$ cat src/rtl/block_mem_responder_pkg.sv
// Shared widths, FSM state encoding and the 4:1 word select for the block memory responder.
// Optional feature macro used by the top level: CRITICAL_WORD_FIRST_EN.
package block_mem_responder_pkg;

    localparam int ADDR_W          = 32;
    localparam int WORD_SIZE_BIT   = 32;
    localparam int DATA_BLOCK      = 128;
    localparam int WORDS_PER_BLOCK = DATA_BLOCK / WORD_SIZE_BIT;
    localparam int BLOCK_OFF_BITS  = 4;
    localparam int BEAT_W          = 2;

    typedef enum logic [1:0] {
        ST_IDLE = 2'd0,
        ST_RD   = 2'd1,
        ST_WR   = 2'd2,
        ST_RESP = 2'd3
    } state_t;

    // Word select used by the cache datapath; the insert sub-module is its inverse.
    function automatic logic [WORD_SIZE_BIT-1:0] word_sel(
        input logic [DATA_BLOCK-1:0] blk,
        input logic [BEAT_W-1:0]     lane
    );
        return blk[lane*WORD_SIZE_BIT +: WORD_SIZE_BIT];
    endfunction

endpackage

$ cat src/rtl/block_mem_responder_if.sv
// Cache-side request/response and memory-side word port of the block memory responder.
// slave = responder view, master = cache controller / main memory view.
interface block_mem_responder_if;
    import block_mem_responder_pkg::*;

    logic                     req_valid;
    logic                     req_ready;
    logic                     req_we;
    logic [ADDR_W-1:0]        req_addr;
    logic [DATA_BLOCK-1:0]    req_wdata;

    logic                     resp_valid;
    logic                     resp_ready;
    logic                     resp_we;
    logic [DATA_BLOCK-1:0]    resp_rdata;

    logic                     mem_re;
    logic                     mem_we;
    logic [ADDR_W-1:0]        mem_addr;
    logic [WORD_SIZE_BIT-1:0] mem_wdata;
    logic [WORD_SIZE_BIT-1:0] mem_rdata;
    logic                     mem_ack;

    modport slave (
        input  req_valid, req_we, req_addr, req_wdata, resp_ready, mem_rdata, mem_ack,
        output req_ready, resp_valid, resp_we, resp_rdata,
               mem_re, mem_we, mem_addr, mem_wdata
    );

    modport master (
        output req_valid, req_we, req_addr, req_wdata, resp_ready, mem_rdata, mem_ack,
        input  req_ready, resp_valid, resp_we, resp_rdata,
               mem_re, mem_we, mem_addr, mem_wdata
    );

endinterface

$ cat src/rtl/block_word_insert.sv
// Combinational insert of one memory word into lane i_lane of a cache block;
// all other lanes pass through unchanged.
module block_word_insert
    import block_mem_responder_pkg::*;
(
    input  logic [DATA_BLOCK-1:0]    i_block,
    input  logic [WORD_SIZE_BIT-1:0] i_word,
    input  logic [BEAT_W-1:0]        i_lane,
    output logic [DATA_BLOCK-1:0]    o_block
);

    always_comb begin
        o_block = i_block;
        o_block[i_lane*WORD_SIZE_BIT +: WORD_SIZE_BIT] = i_word;
    end

endmodule

$ cat src/rtl/block_mem_responder.sv
// Memory-side responder: splits/assembles a cache line into word beats on main memory.
// Define CRITICAL_WORD_FIRST_EN to start read beats at the requested word offset.
module block_mem_responder
    import block_mem_responder_pkg::*;
(
    input  logic                 clk,
    input  logic                 reset,
    block_mem_responder_if.slave bus
);

    state_t                   r_state;
    state_t                   w_state_nxt;
    logic [BEAT_W-1:0]        r_beat;
    logic [BEAT_W-1:0]        r_cnt;
    logic                     r_we;
    logic [ADDR_W-1:0]        r_base;
    logic [DATA_BLOCK-1:0]    r_wdata;
    logic [DATA_BLOCK-1:0]    r_block;

    logic [DATA_BLOCK-1:0]    w_block_ins;
    logic [BEAT_W-1:0]        w_first_beat;
    logic                     w_accept;
    logic                     w_beat_done;
    logic                     w_last;
    logic                     w_req_ready;
    logic                     w_mem_re;
    logic                     w_mem_we;
    logic                     w_resp_valid;

    // Writes always stream lanes 0..3; reads may begin at the critical word.
`ifdef CRITICAL_WORD_FIRST_EN
    assign w_first_beat = bus.req_we ? '0 : bus.req_addr[BLOCK_OFF_BITS-1:2];
`else
    assign w_first_beat = '0;
`endif

    assign w_accept    = (r_state == ST_IDLE) && bus.req_valid;
    assign w_beat_done = ((r_state == ST_RD) || (r_state == ST_WR)) && bus.mem_ack;
    assign w_last      = w_beat_done && (r_cnt == BEAT_W'(WORDS_PER_BLOCK - 1));

    block_word_insert u_insert (
        .i_block (r_block),
        .i_word  (bus.mem_rdata),
        .i_lane  (r_beat),
        .o_block (w_block_ins)
    );

    always_comb begin
        w_state_nxt  = r_state;
        w_req_ready  = 1'b0;
        w_mem_re     = 1'b0;
        w_mem_we     = 1'b0;
        w_resp_valid = 1'b0;
        case (r_state)
            ST_IDLE: begin
                w_req_ready = 1'b1;
                if (bus.req_valid) begin
                    w_state_nxt = bus.req_we ? ST_WR : ST_RD;
                end
            end
            ST_RD: begin
                w_mem_re = 1'b1;
                if (w_last) begin
                    w_state_nxt = ST_RESP;
                end
            end
            ST_WR: begin
                w_mem_we = 1'b1;
                if (w_last) begin
                    w_state_nxt = ST_RESP;
                end
            end
            ST_RESP: begin
                w_resp_valid = 1'b1;
                if (bus.resp_ready) begin
                    w_state_nxt = ST_IDLE;
                end
            end
            default: w_state_nxt = ST_IDLE;
        endcase
    end

    always_ff @(posedge clk or posedge reset) begin
        if (reset) begin
            r_state <= ST_IDLE;
        end else begin
            r_state <= w_state_nxt;
        end
    end

    // Block register is cleared on every accept so a write response carries zeros.
    always_ff @(posedge clk or posedge reset) begin
        if (reset) begin
            r_beat  <= '0;
            r_cnt   <= '0;
            r_we    <= 1'b0;
            r_base  <= '0;
            r_wdata <= '0;
            r_block <= '0;
        end else if (w_accept) begin
            r_beat  <= w_first_beat;
            r_cnt   <= '0;
            r_we    <= bus.req_we;
            r_base  <= {bus.req_addr[ADDR_W-1:BLOCK_OFF_BITS], {BLOCK_OFF_BITS{1'b0}}};
            r_wdata <= bus.req_wdata;
            r_block <= '0;
        end else if (w_beat_done) begin
            r_beat <= r_beat + 1'b1;
            r_cnt  <= r_cnt + 1'b1;
            if (r_state == ST_RD) begin
                r_block <= w_block_ins;
            end
        end
    end

    // req_ready is also gated by reset so it drops the instant reset rises.
    assign bus.req_ready  = w_req_ready && !reset;
    assign bus.mem_re     = w_mem_re;
    assign bus.mem_we     = w_mem_we;
    assign bus.mem_addr   = r_base + {{(ADDR_W-BLOCK_OFF_BITS){1'b0}}, r_beat, 2'b00};
    assign bus.mem_wdata  = w_mem_we ? word_sel(r_wdata, r_beat) : '0;
    assign bus.resp_valid = w_resp_valid;
    assign bus.resp_we    = r_we;
    assign bus.resp_rdata = r_block;

endmodule

$ cat src/flat_wrapper.sv
// flat-port wrapper written by rule: the top's interface ports become plain ports
module block_mem_responder_flat import block_mem_responder_pkg::*;
  (clk, reset, bus_req_valid, bus_req_we, bus_req_addr, bus_req_wdata, bus_resp_ready, bus_mem_rdata, bus_mem_ack, bus_req_ready, bus_resp_valid, bus_resp_we, bus_resp_rdata, bus_mem_re, bus_mem_we, bus_mem_addr, bus_mem_wdata);
  block_mem_responder_if bus_i ();
  input  logic clk;
  input  logic reset;
  input wire logic [$bits(bus_i.req_valid)-1:0] bus_req_valid;
  input wire logic [$bits(bus_i.req_we)-1:0] bus_req_we;
  input wire logic [$bits(bus_i.req_addr)-1:0] bus_req_addr;
  input wire logic [$bits(bus_i.req_wdata)-1:0] bus_req_wdata;
  input wire logic [$bits(bus_i.resp_ready)-1:0] bus_resp_ready;
  input wire logic [$bits(bus_i.mem_rdata)-1:0] bus_mem_rdata;
  input wire logic [$bits(bus_i.mem_ack)-1:0] bus_mem_ack;
  output wire logic [$bits(bus_i.req_ready)-1:0] bus_req_ready;
  output wire logic [$bits(bus_i.resp_valid)-1:0] bus_resp_valid;
  output wire logic [$bits(bus_i.resp_we)-1:0] bus_resp_we;
  output wire logic [$bits(bus_i.resp_rdata)-1:0] bus_resp_rdata;
  output wire logic [$bits(bus_i.mem_re)-1:0] bus_mem_re;
  output wire logic [$bits(bus_i.mem_we)-1:0] bus_mem_we;
  output wire logic [$bits(bus_i.mem_addr)-1:0] bus_mem_addr;
  output wire logic [$bits(bus_i.mem_wdata)-1:0] bus_mem_wdata;
  assign bus_i.req_valid = bus_req_valid;
  assign bus_i.req_we = bus_req_we;
  assign bus_i.req_addr = bus_req_addr;
  assign bus_i.req_wdata = bus_req_wdata;
  assign bus_i.resp_ready = bus_resp_ready;
  assign bus_i.mem_rdata = bus_mem_rdata;
  assign bus_i.mem_ack = bus_mem_ack;
  assign bus_req_ready = bus_i.req_ready;
  assign bus_resp_valid = bus_i.resp_valid;
  assign bus_resp_we = bus_i.resp_we;
  assign bus_resp_rdata = bus_i.resp_rdata;
  assign bus_mem_re = bus_i.mem_re;
  assign bus_mem_we = bus_i.mem_we;
  assign bus_mem_addr = bus_i.mem_addr;
  assign bus_mem_wdata = bus_i.mem_wdata;
  block_mem_responder u_core (.clk(clk), .reset(reset), .bus(bus_i));
endmodule
$ cat config.mk
export PLATFORM = sky130hd
export DESIGN_NAME = block_mem_responder_flat
export DESIGN_NICKNAME = d
export VERILOG_FILES = /design/src/rtl/block_mem_responder_pkg.sv /design/src/rtl/block_mem_responder_if.sv /design/src/rtl/block_word_insert.sv /design/src/rtl/block_mem_responder.sv /design/src/flat_wrapper.sv
export SDC_FILE = /design/constraint.sdc
export NUM_CORES = 1
export LEC_CHECK = 0
export BUFFER_PORTS_ARGS = -buffer_cell sky130_fd_sc_hd__buf_4
export CAP_MARGIN = 20
export CELL_PAD_IN_SITES_DETAIL_PLACEMENT = 1
export CELL_PAD_IN_SITES_GLOBAL_PLACEMENT = 1
export CORE_MARGIN = 5
export CORE_UTILIZATION = 42
export CTS_BUF_LIST = sky130_fd_sc_hd__clkbuf_4 sky130_fd_sc_hd__clkbuf_8 sky130_fd_sc_hd__clkbuf_16
export CTS_CLUSTER_SIZE = 14
export DETAILED_ROUTE_END_ITERATION = 8
export PLACE_DENSITY_LB_ADDON = 0.1
export REMOVE_ABC_BUFFERS = 1
export SLEW_MARGIN = 0
export SYNTH_ARGS = -nofsm -noshare
export SYNTH_HDL_FRONTEND = slang
export SYNTH_SLANG_ARGS = --single-unit
$ cat constraint.sdc
create_clock -name clk -period 23.7 [get_ports clk]
set_input_delay 1.185 -clock clk [delete_from_list [all_inputs] [get_ports clk]]
set_output_delay 1.185 -clock clk [all_outputs]
set_load 0.05 [all_outputs]
==> results of run 1 <==
cell type report:
type | instances | area (um^2) | share of cell area (%)
Antenna cell | 1 | 2.50 | 0.0147
Clock buffer | 51 | 1060 | 6.19
Clock inverter | 7 | 88.8 | 0.521
Inverter | 9 | 41.3 | 0.242
Multi-Input combinational cell | 839 | 5020 | 29.4
Sequential cell | 291 | 7280 | 42.7
Tap cell | 396 | 495 | 2.90
Timing Repair Buffer | 407 | 3070 | 18.0
layer usage:
layer	vias to the layer above	global-route usage, %	routed length [um]
met5	-	0	0
met4	0	7.22	1200
met3	66	7.46	3350
met2	302	41.0	21000
met1	5452	30.9	17100
li1	4847	-	-
synthesized netlist by cell type (all sizes together):
master	n	area, um^2
a222oi	1	10.0
o21ai	1	5.00
clkbuf	33	124
nand4	4	25.0
nand3	2	10.0
nor2	2	7.51
inv	9	33.8
nor2b	1	6.26
a21oi	2	10.0
nor3	1	10.0
mux4	32	721
and4	1	8.76
nor4b	1	23.8
nor4	1	21.3
dfrtp	291	7280
xnor2	1	8.76
and3	128	801
xor2	1	8.76
nand2	482	1810
a31o	128	1120
a21o	1	15.0
buf	69	420
conb	1	3.75
and2	33	206
mux2i	3	30.0
ha	11	138
registers in the layout, summed over array words and instances, names as in the netlist:
| register | cells |
|---|---|
| u_core.r_base | 28 |
| u_core.r_wdata | 128 |
| u_core.bus.resp_we | 1 |
| u_core.r_beat | 2 |
| u_core.bus.resp_rdata | 128 |
| u_core.r_state | 2 |
| u_core.r_cnt | 2 |
cell usage in the layout, fill, tap and decap left out, drive strengths merged:
master	instances
nor2	2
clkinv	5
diode	1
bufinv	2
a21o	1
inv	9
a31o	128
nor2b	1
mux2i	3
a21oi	2
nand3	2
buf	407
a222oi	1
nand2	482
and2	33
nand4	4
ha	11
and4	1
xor2	1
nor4	1
o21ai	1
and3	128
xnor2	1
clkbuf	51
nor3	1
nor4b	1
conb	2
mux4	32
dfrtp	291
metrics by stage:
step	cell area (um^2)	hold WS, ns	power (W)
floorplan	12300	0.440	0.00136
global placement	15900	0.453	0.00162
detailed placement	15900	0.459	0.00166
CTS	17100	0.473	0.00221
global route	17100	0.488	0.00231
finish	17100	0.468	0.00218
cell families (layout without fill, tap and decap cells):
group | Yosys count | after routing | synth area share, %
adders and majority gates | 11 | 11 | 1.07
xor gates and xnor gates | 2 | 2 | 0.136
other | 1 | 3 | 0.0292
buffers and inverters | 111 | 474 | 4.50
and+or+nand+nor | 656 | 656 | 22.8
DFF | 291 | 291 | 56.6
AOI/OAI and AO/OA | 133 | 133 | 9.03
muxes | 35 | 35 | 5.84
worst paths after layout:
check	start	to	cells past startpoint
hold reg to reg	u_core.r_wdata[71]	u_core.r_wdata[71]	2
max in group asynchronous	reset	u_core.r_base[10]	3
hold / removal	u_core.r_wdata[71]	u_core.r_wdata[71]	2
setup reg to reg	u_core.r_state[0]	u_core.r_wdata[7]	7
setup / recovery	u_core.r_beat[1]	bus_mem_wdata[27]	4
min in group asynchronous	reset	u_core.r_wdata[26]	2
power breakdown:
| group | internal [W] | switching (W) |
|---|---|---|
| clock | 0.000330 | 0.000207 |
| sequential | 0.000651 | 0.0000877 |
| combinational | 0.000309 | 0.000597 |
critical path: cells and delay by family, from the launching register on:
| kind | cells | cell delay [ns] |
|---|---|---|
| DFF | 1 | 0.70 |
| and+or+nand+nor | 1 | 0.17 |
| buffers and inverters | 2 | 0.63 |
| muxes | 1 | 0.54 |
==> reports/results.tsv, run 1 <==
stage	metric	value	unit
outcome	status	finished, final reports clean	
detailed_routing	Pre-antenna DRT Iters	5	
detailed_routing	Final ANT Viol Nets	0	
detailed_routing	Wirelength per Cell	21.3	um
synth	Netlist Area Pre-Place	12900	um^2
clock_network	Worst-path clk slew	0.06	ns
detailed_routing	Initial DRC Count	655	
timing	Max Slew Vio Count	0	
worst_setup_path	slowest stage delay, CP	0.70	ns
grt	All-Layer GR Usage	24.5	%
timing	Fin. Hold Viols	0	
timing	unrepaired setup endpoints after global routing	false	
grt	total grt overflow	0	
detailed_routing	Vias	10667	
synth	synth unique cells	30	
place	placed cells	1942	
worst_setup_path	crit path max-delay cell type	dfrtp_2	
die	I/O Pins	395	
worst_setup_path	Crit Path Category	reg -> out	
grt	largest net degree at the start of global routing	157	
clock_network	CTS Buffer Depth	3	
detailed_routing	vias per inst	5.33	
timing	Slew headroom	29.6	%
clock_network	CTS resizes	0	
clock_network	TritonCTS buffer count	34	
grt	vias in the first global route	11673	
timing	Fmax	0.267	GHz
cells_and_area	layout cells sized above 1	35.6	%
clock_network	CTS Root Cell	clkbuf_16	
die	Die Y-Extent	185	um
worst_hold_path	min-delay worst type	reg -> reg	
detailed_routing	drt total wl	42700	um
place	Post-DP HPWL	27200	um
timing	Final setup viols	0	
synth	sequential-to-total area share from yosys stat	56.6	%
worst_setup_path	most used cell along the critical path	buf_4	
synth	flop and latch count out of synthesis	291	
power_and_ir_drop	maximum vdd drop	0.0635	mV
timing	Clock Skews	0.00735	ns
cells_and_area	Layout Cells excl Fill	2001	
flow_run	max-cap violations	0	
die	die width	185	um
timing	final worst slack	19.96	ns
worst_setup_path	Critical Path End Type	primary output	
place	Placer Congestion	0.780	
clock_network	H-Tree Depth	2	
place	pre-CTS setup slack	20.10	ns
timing	Final Cycle Share	15.8	%
worst_setup_path	r2r setup slk	20.59	ns
clock_network	CTS tree	built	
die	starting density of the core	42.3	%
power_and_ir_drop	pwr dens	128	nW/um^2
timing	Least-Margin Pin Slew	1.06	ns
clock_network	clock sinks	291	
cells_and_area	Synth-to-Final Area Change	32.6	%
timing	setup_tns	0	ns
worst_setup_path	CP cell instances	buf_4, mux4_2, and2_1, buf_4	
clock_network	Setup Buffers After CTS	0	
cells_and_area	post-layout util	56.1	%
synth	Post-Syn Instances	1240	
die	Core ar.	30400	um^2
clock_network	CTS Hold Bufs	0	
grt	global-route wire length before repair	66400	um
die	Cell Rows	64	
worst_setup_path	Crit path required time	22.51	ns
place	port buffer count	388	
synth	Avg Cell Area, Syn	10.4	um^2
synth	synth warn	0	
cells_and_area	# fillers	3398	
worst_setup_path	crit path max fanout	20	
power_and_ir_drop	Static Leak	9.49	nW
worst_setup_path	crit path DAT	2.56	ns
die	Die Area	34200	um^2
grt	initial antenna violation count	1	
cells_and_area	nets@finish	1791	
timing	fin crit period	3.74	ns
clock_network	clk_lat worst skew	0.50	ns
detailed_routing	DRC Markers	0	
worst_setup_path	crit start category	flip-flop	
No activity file was read; power rests on OpenSTA's default activity.
==> inputs of run 2 (changes only) <==
--- a/config.mk
+++ b/config.mk
@@ -10,7 +10,7 @@
 export CELL_PAD_IN_SITES_DETAIL_PLACEMENT = 1
 export CELL_PAD_IN_SITES_GLOBAL_PLACEMENT = 1
 export CORE_MARGIN = 5
-export CORE_UTILIZATION = 42
+export CORE_UTILIZATION = 35
 export CTS_BUF_LIST = sky130_fd_sc_hd__clkbuf_4 sky130_fd_sc_hd__clkbuf_8 sky130_fd_sc_hd__clkbuf_16
 export CTS_CLUSTER_SIZE = 14
 export DETAILED_ROUTE_END_ITERATION = 8
==> constraint.sdc (replaced) <==
create_clock -name clk -period 3.38 [get_ports clk]
set_input_delay 0.169 -clock clk [delete_from_list [all_inputs] [get_ports clk]]
set_output_delay 0.169 -clock clk [all_outputs]
set_load 0.05 [all_outputs]
==> reports/results.tsv, run 2 (same netlist as run 1, synthesis figures left out) <==
stage	metric	value	unit
outcome	status	finished, final reports clean	
clock_network	CTS resizes	0	
worst_setup_path	crit path max-delay cell type	buf_4	
power_and_ir_drop	Total Power	0.0159	W
detailed_routing	Vias	11409	
worst_setup_path	crit start category	flip-flop	
cells_and_area	post-layout util	52.9	%
place	pre-CTS setup slack	0.968	ns
grt	global-route wire length before repair	75300	um
cells_and_area	combined area of the multi-input logic cells	5020	um^2
timing	Fin. Hold Viols	0	
place	placed cells	2020	
cells_and_area	layout cells sized above 1	32.2	%
timing	Final Cycle Share	80.5	%
worst_setup_path	CP cell instances	buf_4, mux4_2, and2_1, buf_4	
clock_network	H-Tree Depth	2	
place	Post-DP HPWL	28500	um
die	Die Y-Extent	202	um
detailed_routing	met3 routed wirelength	2890	um
detailed_routing	Initial DRC Count	481	
detailed_routing	routed wl met2	24000	um
die	die width	202	um
detailed_routing	DRC Markers	0	
timing	Fmax	0.367	GHz
detailed_routing	drt total wl	47300	um
die	Cell Rows	70	
worst_setup_path	Top delay family on crit path	buffers and inverters	
grt	total grt overflow	0	
detailed_routing	uppermost layer routed	met5	
clock_network	CTS Buffer Depth	3	
timing	Final setup viols	0	
detailed_routing	Wirelength per Cell	20.8	um
die	Core ar.	36400	um^2
worst_setup_path	number of buffers and inverters on the critical path	2	
worst_setup_path	slowest stage delay, CP	0.60	ns
worst_hold_path	min-delay src	bus_resp_ready	
cells_and_area	leading cell type in the layout, fill and taps excluded	nand2_1	
die	starting density of the core	35.3	%
die	Die Area	40700	um^2
worst_setup_path	crit path DAT	2.55	ns
grt	initial antenna violation count	4	
grt	vias in the first global route	13069	
power_and_ir_drop	pwr dens	824	nW/um^2
cells_and_area	register area	7280	um^2
timing	Slew headroom	53.0	%
worst_hold_path	min-delay worst type	in -> reg	
timing	unrepaired setup endpoints after global routing	false	
worst_setup_path	reg2reg start	u_core.r_state[0]	
worst_setup_path	most used cell along the critical path	buf_4	
detailed_routing	Final ANT Viol Nets	0	
clock_network	CTS tree	built	
flow_run	max-cap violations	0	
detailed_routing	Pre-antenna DRT Iters	4	
worst_setup_path	crit path max fanout	33	
place	Placer Congestion	0.777	
die	I/O Pins	395	
clock_network	CTS Root Cell	clkbuf_16	
worst_setup_path	Critical Path End Type	primary output	
cells_and_area	Synth-to-Final Area Change	49.8	%
power_and_ir_drop	maximum vdd drop	0.539	mV
clock_network	Worst-path clk slew	0.05	ns
timing	final worst slack	0.658	ns
detailed_routing	M1 WL	19200	um
clock_network	clk_lat worst skew	0.52	ns
place	port buffer count	388	
worst_setup_path	Crit Path Category	reg -> out	
power_and_ir_drop	Static Leak	10.4	nW
timing	fin crit period	2.72	ns
clock_network	clock sinks	291	
cells_and_area	Layout Cells excl Fill	2279	
clock_network	Setup Buffers After CTS	0	
cells_and_area	most frequent cells in the layout	nand2_1, buf_4, dfrtp_1, dlygate4sd3_1, and3_1	
clock_network	TritonCTS buffer count	36	
timing	Least-Margin Pin Slew	0.704	ns
detailed_routing	vias per inst	5.01	
timing	Max Slew Vio Count	0	
timing	Clock Skews	0.0108	ns
clock_network	CTS Hold Bufs	191	
grt	largest net degree at the start of global routing	133	
cells_and_area	# fillers	3952	
worst_setup_path	CP startpoint	u_core.r_beat[0]	
cells_and_area	nets@finish	1990	
grt	All-Layer GR Usage	23.0	%
worst_setup_path	Crit path required time	3.21	ns
==> run 2: changes by cell type in the layout (fill, tap and decap cells not counted) <==
cell           delta
diode_2           +2
inv_6             +2
buf_12            +4
and4_2            -1
clkbuf_8          +5
dlygate4sd3_1   +191
clkinvlp_4        +2
clkinv_2          +3
and4_1            +1
clkbuf_4          -5
bufinv_16         +1
clkinv_4          -1
buf_4             +2
==> run 2: worst min-delay path, cell delays in order <==
cell and delay (ns):
buf_4 0.11, inv_1 0.04, a222oi_1 0.11, mux2i_1 0.14
==> run 2: final timing paths <==
check | cells past startpoint | end | slack, ns
worst max register to register | 6 | u_core.bus.resp_rdata[18] | 0.95
max in group asynchronous | 4 | u_core.r_beat[1] | 2.09
worst max-delay path | 4 | bus_mem_wdata[3] | 0.66
worst min register to register | 2 | u_core.r_wdata[127] | 0.46
min in group asynchronous | 3 | u_core.bus.resp_rdata[59] | 0.31
worst min-delay path | 4 | u_core.r_state[0] | 0.11
==> run 2: layout make-up <==
class / count / area share, %
clock buffers: 51 / 5.65
multi-input cells: 839 / 26.1
flip-flops and latches: 291 / 37.8
repair buffers: 604 / 26.4
clock inverters: 14 / 0.819
well taps: 468 / 3.04
diodes: 3 / 0.0390
inverters: 9 / 0.214
==> run 2: layer usage <==
layer / up-vias / track usage [%]
met5: - / 0
met4: 2 / 6.67
met3: 77 / 5.45
met2: 310 / 39.7
met1: 5748 / 28.8
li1: 5272 / -
==> run 2: where the power goes <==
group | total, W | leakage [nW] | internal (W) | switching [W]
clock network | 0.00401 | 0.623 | 0.00248 | 0.00154
registers | 0.00518 | 3.81 | 0.00457 | 0.000617
logic | 0.00667 | 5.96 | 0.00235 | 0.00432
total | 0.0159 | 10.4 | 0.00939 | 0.00647
==> run 2: metrics by stage <==
stage               instance area [um^2]  setup TNS [ns]  hold WS (ns)
detailed placement                 16100               0         0.338
CTS                                19300               0        0.0858
floorplan                          12300        -2093.47         0.274
global route                       19300               0         0.127
finish                             19300               0         0.110
global placement                   16100               0         0.335
